**src/rtl/seg_scan_ctrl_pkg.sv**
```systemverilog
// Shared constants and types for the six-digit seven-segment scan controller.
// Build option SEG_GHOST_BLANK_EN (consumed by seg_scan_ctrl) enables the inter-digit blanking gap.
package seg_pkg;

    localparam int NDIG = 6;

    // Segment patterns {g,f,e,d,c,b,a}, active-high
    localparam logic [6:0] SEG_0     = 7'h3F;
    localparam logic [6:0] SEG_1     = 7'h06;
    localparam logic [6:0] SEG_2     = 7'h5B;
    localparam logic [6:0] SEG_3     = 7'h4F;
    localparam logic [6:0] SEG_4     = 7'h66;
    localparam logic [6:0] SEG_5     = 7'h6D;
    localparam logic [6:0] SEG_6     = 7'h7D;
    localparam logic [6:0] SEG_7     = 7'h07;
    localparam logic [6:0] SEG_8     = 7'h7F;
    localparam logic [6:0] SEG_9     = 7'h6F;
    localparam logic [6:0] SEG_A     = 7'h77;
    localparam logic [6:0] SEG_B     = 7'h7C;
    localparam logic [6:0] SEG_C     = 7'h39;
    localparam logic [6:0] SEG_D     = 7'h5E;
    localparam logic [6:0] SEG_E     = 7'h79;
    localparam logic [6:0] SEG_BLANK = 7'h00;

    typedef enum logic {
        OFF = 1'b0,
        ON  = 1'b1
    } scan_st_t;

endpackage

```
**src/rtl/seg7_decode.sv**
```systemverilog
// Combinational 4-bit digit code to seven-segment pattern; code F is blank.
// Independent of build option SEG_GHOST_BLANK_EN.
module seg7_decode
    import seg_pkg::*;
(
    input  logic [3:0] code_i,
    output logic [6:0] seg_o
);

    always_comb begin
        seg_o = SEG_BLANK;
        case (code_i)
            4'h0:    seg_o = SEG_0;
            4'h1:    seg_o = SEG_1;
            4'h2:    seg_o = SEG_2;
            4'h3:    seg_o = SEG_3;
            4'h4:    seg_o = SEG_4;
            4'h5:    seg_o = SEG_5;
            4'h6:    seg_o = SEG_6;
            4'h7:    seg_o = SEG_7;
            4'h8:    seg_o = SEG_8;
            4'h9:    seg_o = SEG_9;
            4'hA:    seg_o = SEG_A;
            4'hB:    seg_o = SEG_B;
            4'hC:    seg_o = SEG_C;
            4'hD:    seg_o = SEG_D;
            4'hE:    seg_o = SEG_E;
            default: seg_o = SEG_BLANK;
        endcase
    end

endmodule

```
**src/rtl/seg_scan_ctrl.sv**
```systemverilog
// Six-digit time-multiplexed seven-segment scan controller with frame-boundary shadow loads.
// Define SEG_GHOST_BLANK_EN to insert BLANK dark cycles at the start of every digit slot.
module seg_scan_ctrl
    import seg_pkg::*;
#(
    parameter int unsigned DIV   = 1000,
    parameter int unsigned BLANK = 16
) (
    input  logic        clk_1mhz,
    input  logic        rst_n,
    input  logic        upd_req,
    input  logic [23:0] upd_data,
    input  logic [5:0]  upd_dp,
    output logic        upd_ack,
    output logic        frame_tick,
    output logic [0:5]  dig,
    output logic [7:0]  duan
);

    localparam int unsigned CW = $clog2(DIV);

`ifdef SEG_GHOST_BLANK_EN
    localparam bit GHOST_EN = 1'b1;
`else
    localparam bit GHOST_EN = 1'b0;
`endif

    localparam logic [CW-1:0] CNT_LAST   = CW'(DIV - 1);
    localparam logic [CW-1:0] BLANK_LAST = CW'(BLANK - 1);
    localparam logic [2:0]    IDX_LAST   = 3'(NDIG - 1);

    scan_st_t        state_q, state_d;
    logic [2:0]      idx_q, idx_d;
    logic [CW-1:0]   cnt_q, cnt_d;
    logic [23:0]     sh_data_q, sh_data_d;
    logic [5:0]      sh_dp_q, sh_dp_d;
    logic [0:5]      dig_q, dig_d;
    logic [7:0]      duan_q, duan_d;
    logic            ack_q, ack_d;
    logic            tick_q, tick_d;

    logic            slot_end;
    logic            boundary;
    logic            blank_done;
    logic [3:0]      dcode [NDIG];
    logic [3:0]      code_sel;
    logic            dp_sel;
    logic [6:0]      seg_pat;

    assign slot_end   = (cnt_q == CNT_LAST);
    assign boundary   = slot_end && (idx_q == IDX_LAST);
    // Without blanking OFF only exists as the reset state and is left on the first edge.
    assign blank_done = !GHOST_EN || (cnt_q == BLANK_LAST);

    always_comb begin
        state_d   = state_q;
        idx_d     = idx_q;
        cnt_d     = slot_end ? '0 : cnt_q + 1'b1;
        sh_data_d = sh_data_q;
        sh_dp_d   = sh_dp_q;
        ack_d     = 1'b0;
        tick_d    = boundary;

        case (state_q)
            OFF: begin
                if (blank_done) begin
                    state_d = ON;
                end
            end
            ON: begin
                if (slot_end) begin
                    state_d = GHOST_EN ? OFF : ON;
                    idx_d   = (idx_q == IDX_LAST) ? 3'd0 : idx_q + 3'd1;
                end
            end
            default: state_d = OFF;
        endcase

        if (boundary && upd_req) begin
            sh_data_d = upd_data;
            sh_dp_d   = upd_dp;
            ack_d     = 1'b1;
        end
    end

    // Outputs are registered from next-state values so they line up with the state register.
    for (genvar gi = 0; gi < NDIG; gi++) begin : g_digit
        assign dcode[gi] = sh_data_d[4*gi +: 4];
        assign dig_d[gi] = !((state_d == ON) && (idx_d == 3'(gi)));
    end

    always_comb begin
        code_sel = 4'hF;
        dp_sel   = 1'b0;
        case (idx_d)
            3'd0:    begin code_sel = dcode[0]; dp_sel = sh_dp_d[0]; end
            3'd1:    begin code_sel = dcode[1]; dp_sel = sh_dp_d[1]; end
            3'd2:    begin code_sel = dcode[2]; dp_sel = sh_dp_d[2]; end
            3'd3:    begin code_sel = dcode[3]; dp_sel = sh_dp_d[3]; end
            3'd4:    begin code_sel = dcode[4]; dp_sel = sh_dp_d[4]; end
            3'd5:    begin code_sel = dcode[5]; dp_sel = sh_dp_d[5]; end
            default: begin code_sel = 4'hF;     dp_sel = 1'b0;       end
        endcase
    end

    seg7_decode u_decode (
        .code_i (code_sel),
        .seg_o  (seg_pat)
    );

    assign duan_d = (state_d == ON) ? {dp_sel, seg_pat} : 8'h00;

    always_ff @(posedge clk_1mhz or negedge rst_n) begin
        if (!rst_n) begin
            state_q   <= OFF;
            idx_q     <= 3'd0;
            cnt_q     <= '0;
            sh_data_q <= {NDIG{4'hF}};
            sh_dp_q   <= 6'd0;
            dig_q     <= 6'b111111;
            duan_q    <= 8'h00;
            ack_q     <= 1'b0;
            tick_q    <= 1'b0;
        end else begin
            state_q   <= state_d;
            idx_q     <= idx_d;
            cnt_q     <= cnt_d;
            sh_data_q <= sh_data_d;
            sh_dp_q   <= sh_dp_d;
            dig_q     <= dig_d;
            duan_q    <= duan_d;
            ack_q     <= ack_d;
            tick_q    <= tick_d;
        end
    end

    assign dig        = dig_q;
    assign duan       = duan_q;
    assign upd_ack    = ack_q;
    assign frame_tick = tick_q;

endmodule

```
**config.mk**
```make
export PLATFORM = sky130hd
export DESIGN_NAME = seg_scan_ctrl
export DESIGN_NICKNAME = d
export VERILOG_FILES = /design/src/rtl/seg_scan_ctrl_pkg.sv /design/src/rtl/seg7_decode.sv /design/src/rtl/seg_scan_ctrl.sv
export SDC_FILE = /design/constraint.sdc
export NUM_CORES = 1
export LEC_CHECK = 0
export ABC_AREA = 0
export BUFFER_PORTS_ARGS = -buffer_cell sky130_fd_sc_hd__buf_2
export CORE_ASPECT_RATIO = 2
export CORE_MARGIN = 5
export CORE_UTILIZATION = 58
export CTS_BUF_LIST = sky130_fd_sc_hd__clkbuf_8
export DETAILED_ROUTE_END_ITERATION = 7
export PLACE_DENSITY = 0.82
export SKIP_CTS_REPAIR_TIMING = 1
export SLEW_MARGIN = 10
export SYNTH_ARGS = -nofsm -noshare
export SYNTH_HDL_FRONTEND = slang
export SYNTH_SLANG_ARGS = --single-unit
```
**constraint.sdc**
```tcl
create_clock -name clk_1mhz -period 5.35 [get_ports clk_1mhz]
set_input_delay 0.8025 -clock clk_1mhz [delete_from_list [all_inputs] [get_ports clk_1mhz]]
set_output_delay 0.8025 -clock clk_1mhz [all_outputs]
set_load 0.01 [all_outputs]
```
# After elaboration in Yosys (flattened, before gate mapping)
# Memory sizes are Yosys's and may differ from the RTL's. A register that Yosys moved wholly into a read port is not among the register bits.
# Cells that the tools add are included.
# Widths: inputs -> output; s select.
[classes]
eq_ne = 7
reduce_logical = 10
n_addsub = 2
muxes = 9
[op_table]
columns = ["cell", "count"]
rows = [
  ["$mux 24", 1],
  ["$pmux 4 s6", 1],
  ["$add 10x1->10 const B", 1],
  ["$eq 10x10->1 const B", 1],
  ["$mux 10", 1],
  ["$eq 3x3->1 const B", 3],
  ["$mux 3", 3],
  ["$logic_not 1->1", 7],
  ["$eq 3x2->1 const B", 2],
  ["$mux 6", 1],
  ["$pmux 1 s6", 1],
  ["$add 3x1->3 const B", 1],
  ["$eq 3x1->1 const B", 1],
  ["$logic_not 3->1", 1],
  ["$logic_and 1x1->1", 2],
  ["$mux 1", 1],
]
[totals]
n_memories = 1
regBits = 60
rom_bits = 112
out_inout_bits = 16
inputBits = 33
[mem_list]
columns = ["name", "words", "word_bits", "rd", "rd_ports_with_merged_regs", "wr", "line", "source"]
rows = [
  ["(no name shown)", 16, 7, 1, 1, 0, "seg7_decode.sv:12", "case (code_i)"],
]

# Logic depth before layout (Yosys ltp)
[logic_depth]
ltp_word = 6
ltp_mapped = 13
mapped_depth_nobuf = 11

# Modules after synthesis
# Synthesis repeated with hierarchy kept, for this count alone.
[unflattened]
hier_cells = 234
hier_area_um2 = 2905.3
[modules_own_cells]
columns = ["module", "cells_per_inst", "area_per_inst_um2", "seq_area_each_um2", "instances"]
rows = [
  ["seg_scan_ctrl", 197, 2623.8, 1539.0, 1],
  ["seg7_decode", 37, 281.5, 0.0, 1],
]

# Least setup slack after synthesis
# OpenSTA, ideal clock, no wires.
[synth_path]
kind = "input to register"
start = "input upd_req"
end = "register duan_q[0] (netlist: duan[0])"
path_slack_ns = 2.155
path_stages = 11
arrival_time_ns = 3.070
n_path_buf = 2
setup_time_ns = 0.125
path_cell_list = "nand4b_1 nor4_4 buf_6 buf_6 mux2_1 a222oi_1 nand3_1 inv_1 ha_1 mux2i_1 mux2_2"
[synth_via]
elab_chain_len = 3
[synth_lines]
columns = ["element", "line", "source"]
rows = [
  ["from (decl)", "seg_scan_ctrl.sv:11", "input logic upd_req,"],
  ["$logic_and 1x1->1", "seg_scan_ctrl.sv:79", "if (boundary && upd_req) begin"],
  ["$mux 24", "seg_scan_ctrl.sv:79", ""],
  ["named net sh_data_d[17]", "seg_scan_ctrl.sv:35", "logic [23:0] sh_data_q, sh_data_d;"],
  ["$pmux 4 s6", "seg_scan_ctrl.sv:95", "case (idx_d)"],
  ["to (decl)", "seg_scan_ctrl.sv:38", "logic [7:0] duan_q, duan_d;"],
]
# The timed path passes the listed nets, and every way through them passes these cells.

# Worst setup path in the final report
[layout_path]
start = "register cnt_q[0]"
end = "register duan_q[1] (netlist: duan[1])"
[layout_via]
elab_chain_len = 5
[layout_lines]
columns = ["element", "line", "source"]
rows = [
  ["from (decl)", "seg_scan_ctrl.sv:34", "logic [CW-1:0] cnt_q, cnt_d;"],
  ["from (signal assigned)", "seg_scan_ctrl.sv:127", "cnt_q <= cnt_d;"],
  ["$eq 10x10->1", "seg_scan_ctrl.sv:50", "assign slot_end = (cnt_q == CNT_LAST);"],
  ["$logic_and 1x1->1", "seg_scan_ctrl.sv:51", "assign boundary = slot_end && (idx_q == IDX_LAST);"],
  ["$logic_and 1x1->1", "seg_scan_ctrl.sv:79", ""],
  ["$mux 24", "seg_scan_ctrl.sv:79", ""],
  ["named net sh_data_d[8]", "seg_scan_ctrl.sv:35", ""],
  ["$pmux 4 s6", "seg_scan_ctrl.sv:95", ""],
]
# The timed path passes the listed nets, and every way through them passes these cells.

==> results.sh <==
export IMPL_run_status="completed"
export IMPL_multiInputGateArea_mm2=0.001227
export IMPL_timing_worst_slew_pin_value_ps=871.8
export IMPL_max_vdd_ir_drop_mv=0.2287
export IMPL_synth_cell_type_count=39
export IMPL_cts_buffer_depth=2
export IMPL_worst_path_dominant_cell_family="simple AND/OR/NAND/NOR gates"
export IMPL_setup_viol_count_final=0
export IMPL_antenna_cells_inserted=0
export IMPL_die_area_mm2=0.006573
export IMPL_critPathLaunchType="register"
export IMPL_tritoncts_num_sinks=60
export IMPL_report_final_hold_viol_count=0
export IMPL_postSynthAreaPerCell_um2=12.50
export IMPL_routedWlPerCell_um=17.17
export IMPL_crit_path_cell_trace="ha_1, nand2_1, nor4_4, mux2_2, a222oi_1, nand3_2, inv_1, ha_1, mux2i_1, a21oi_1"
export IMPL_initial_utilization_pct=59.34
export IMPL_syn_to_final_growth_pct=16.04
export IMPL_tritoncts="built"
export IMPL_crit_path_end_kind="register"
export IMPL_syn_inst=231
export IMPL_drtPass1Iterations=4
export IMPL_synth_net_count=272
export IMPL_syn_cell_area_mm2=0.002887
export IMPL_post_route_min_period_ps=3575
export IMPL_number_of_antenna_violations_at_the_first_check_in_global_routing=0
export IMPL_root_buffer="sky130_fd_sc_hd__clkbuf_8"
export IMPL_list_of_most_frequent_post_synthesis_cells="sky130_fd_sc_hd__dfrtp_1, sky130_fd_sc_hd__dfstp_2, sky130_fd_sc_hd__mux2_2"
export IMPL_core_mm2=0.004865
export IMPL_drt_met1_wl_um=2281
export IMPL_fillers=389
export IMPL_total_leakage_power_uw=0.001554
export IMPL_via_count=1967
export IMPL_synth_seq_cells=60
export IMPL_required_time_at_the_endpoint_of_the_critical_path_ps=5540
export IMPL_grt_util_all_layers_pct=19.84
export IMPL_finish_cell_count_without_fillers=347
export IMPL_dp_slack_ps=1502
export IMPL_cts_inserted_buffers=9
export IMPL_drive_above_1_share_pct=42.07
export IMPL_grt_pass1_vias=2122
export IMPL_p_per_area_mw_per_mm2=261.3
export IMPL_drt_drc_violations_left=0
export IMPL_place_gp_congestion=0.8421
export IMPL_timing_critical_path_slowest_stage_cell="sky130_fd_sc_hd__nor4_4"
export IMPL_max_freq_ghz=0.2797
export IMPL_min_period_over_period_pct=66.83
export IMPL_drv_cap=0
export IMPL_rows=36
export IMPL_drt_antenna_violating_nets=0
export IMPL_synthDominantAreaCellType="sky130_fd_sc_hd__dfstp_2"
export IMPL_timing_setup_tns_ps=0
export IMPL_seqCellArea_mm2=0.001539
export IMPL_maximum_number_of_pins_on_one_net_before_global_route_repair=61
export IMPL_topRoutingLayerUsed="met4"
export IMPL_grt_setup_unrepaired="no"
export IMPL_cp_data_arrival_time_ps=3760
export IMPL_met3RoutedLength_um=251
export IMPL_io_pins=49
export IMPL_cpPeakStageDelay_ps=800
export IMPL_dp_final_hpwl_um=4316
export IMPL_cp_common_cell="sky130_fd_sc_hd__ha_1"
export IMPL_final_net_count=326
export IMPL_synth_largest_type_area_fraction_pct=27.31
export IMPL_synth_enable_flop_cells=0
export IMPL_drv_slew=0
export IMPL_ys_warn_count=0
export IMPL_slew_headroom_pct=41.44
export IMPL_share_of_synthesized_flip_flops_with_an_asynchronous_set_or_reset_pct=100.0
export IMPL_clock_insertion_delay_worst_skew_ps=330
export IMPL_post_synthesis_sequential_area_ratio_pct=53.32
export IMPL_h_tree_depth=3
export IMPL_critical_path_buf_inv_count=1
export IMPL_crit_type="register to register"
export IMPL_yosys_most_used_dff="sky130_fd_sc_hd__dfstp_2"
export IMPL_finalWorstSetupSlack_ps=1775
export IMPL_hold_path_class="register to register"
export IMPL_grt_first_pass_wirelength_um=9542
export IMPL_wl_um=5959
export IMPL_initialDrtViolationCount=83
export IMPL_globalRouteOverflowTotal=0
export IMPL_timing_critical_path_fanout_max=14
export IMPL_synth_area_top_cells="sky130_fd_sc_hd__dfstp_2, sky130_fd_sc_hd__dfrtp_1, sky130_fd_sc_hd__mux2_2"
export IMPL_placedCellCount=331
export IMPL_met2WireLength_um=3179
export IMPL_path_clk_slew_ps=60
export IMPL_finalCoreUtilization_pct=68.85
export IMPL_placement_io_buffers=48
export IMPL_via_per_inst=5.669
export IMPL_floorplan_die_height_um=109.8
export IMPL_worst_clock_skew_ps=2.659
export IMPL_die_w_um=59.89
metrics by stage:
stage	power, uW	instance area, um^2	hold slack (ps)
after floorplan	463.1	2887	447.9
after global placement	483.4	3153	466.9
after detailed placement	484.1	3153	484.9
after CTS	883.2	3349	493.3
after global routing	903.5	3349	511.4
final	875.3	3349	488.8
area by class of cell:
type / count / area share (%)
Clock buffer: 11 / 4.520
Clock inverter: 5 / 1.345
Inverter: 14 / 1.569
Multi-Input combinational cell: 149 / 36.65
Sequential cell: 60 / 45.95
Tap cell: 57 / 2.129
Timing Repair Buffer: 51 / 7.845
worst paths after layout:
kind | startpoint | endpoint | slack, ps | depth (start not counted)
worst max-delay path | cnt_q[0] | duan[1] | 1770 | 10
worst min-delay path | cnt_q[0] | cnt_q[0] | 490 | 1
worst max register to register | cnt_q[0] | duan[1] | 1770 | 10
worst min register to register | cnt_q[0] | cnt_q[0] | 490 | 1
max in group asynchronous | rst_n | duan[6] | 4250 | 2
min in group asynchronous | rst_n | cnt_q[0] | 600 | 2
registers in the layout, indices dropped and copies added, names as in the netlist:
signal      cells
sh_data_q      24
cnt_q          10
duan            8
dig             6
sh_dp_q         6
idx_q           3
frame_tick      1
state_q         1
upd_ack         1
layout by cell type, fill, tap and decap left out, drive strengths merged:
cell,n
nand4,2
nand2,6
ha,8
nand2b,1
nand3,11
xor2,4
and2,1
nor3,6
o211ai,1
conb,1
nor2,18
nand4bb,1
nor4,1
nand4b,1
a21oi,5
dfrtp,30
and4bb,1
buf,51
and3,7
o2bb2ai,2
clkbuf,11
nor2b,1
mux2i,11
bufinv,1
o41ai,1
a222oi,3
o21ai,2
mux2,38
a31oi,1
xnor2,3
dfstp,30
o211a,1
and4,1
a21o,2
a22oi,8
inv,18
metal layers:
layer,up-vias,track usage (%)
met5,-,0
met4,0,12.84
met3,17,4.818
met2,56,33.36
met1,967,21.36
li1,927,-
power by group:
part	leakage (uW)	internal [uW]	switching, uW	total (uW)
clock	0.000115	234	165	399
sequential	0.000681	455	0.114	456
combinational	0.000758	8.70	11.9	20.6
total	0.00155	698	177	875
kinds of logic (layout without fill, tap and decap cells):
kind of cell,Yosys count,in the layout,share of synthesized area [%]
simple gates,58,58,11.31
xor+xnor,7,7,2.124
compound gates,26,26,6.589
mux,49,49,18.90
flops,60,60,53.32
other cells,1,1,0.1299
buf+inv,22,81,4.161
fa+ha+maj,8,8,3.468
(Power assumes the default switching activity.)
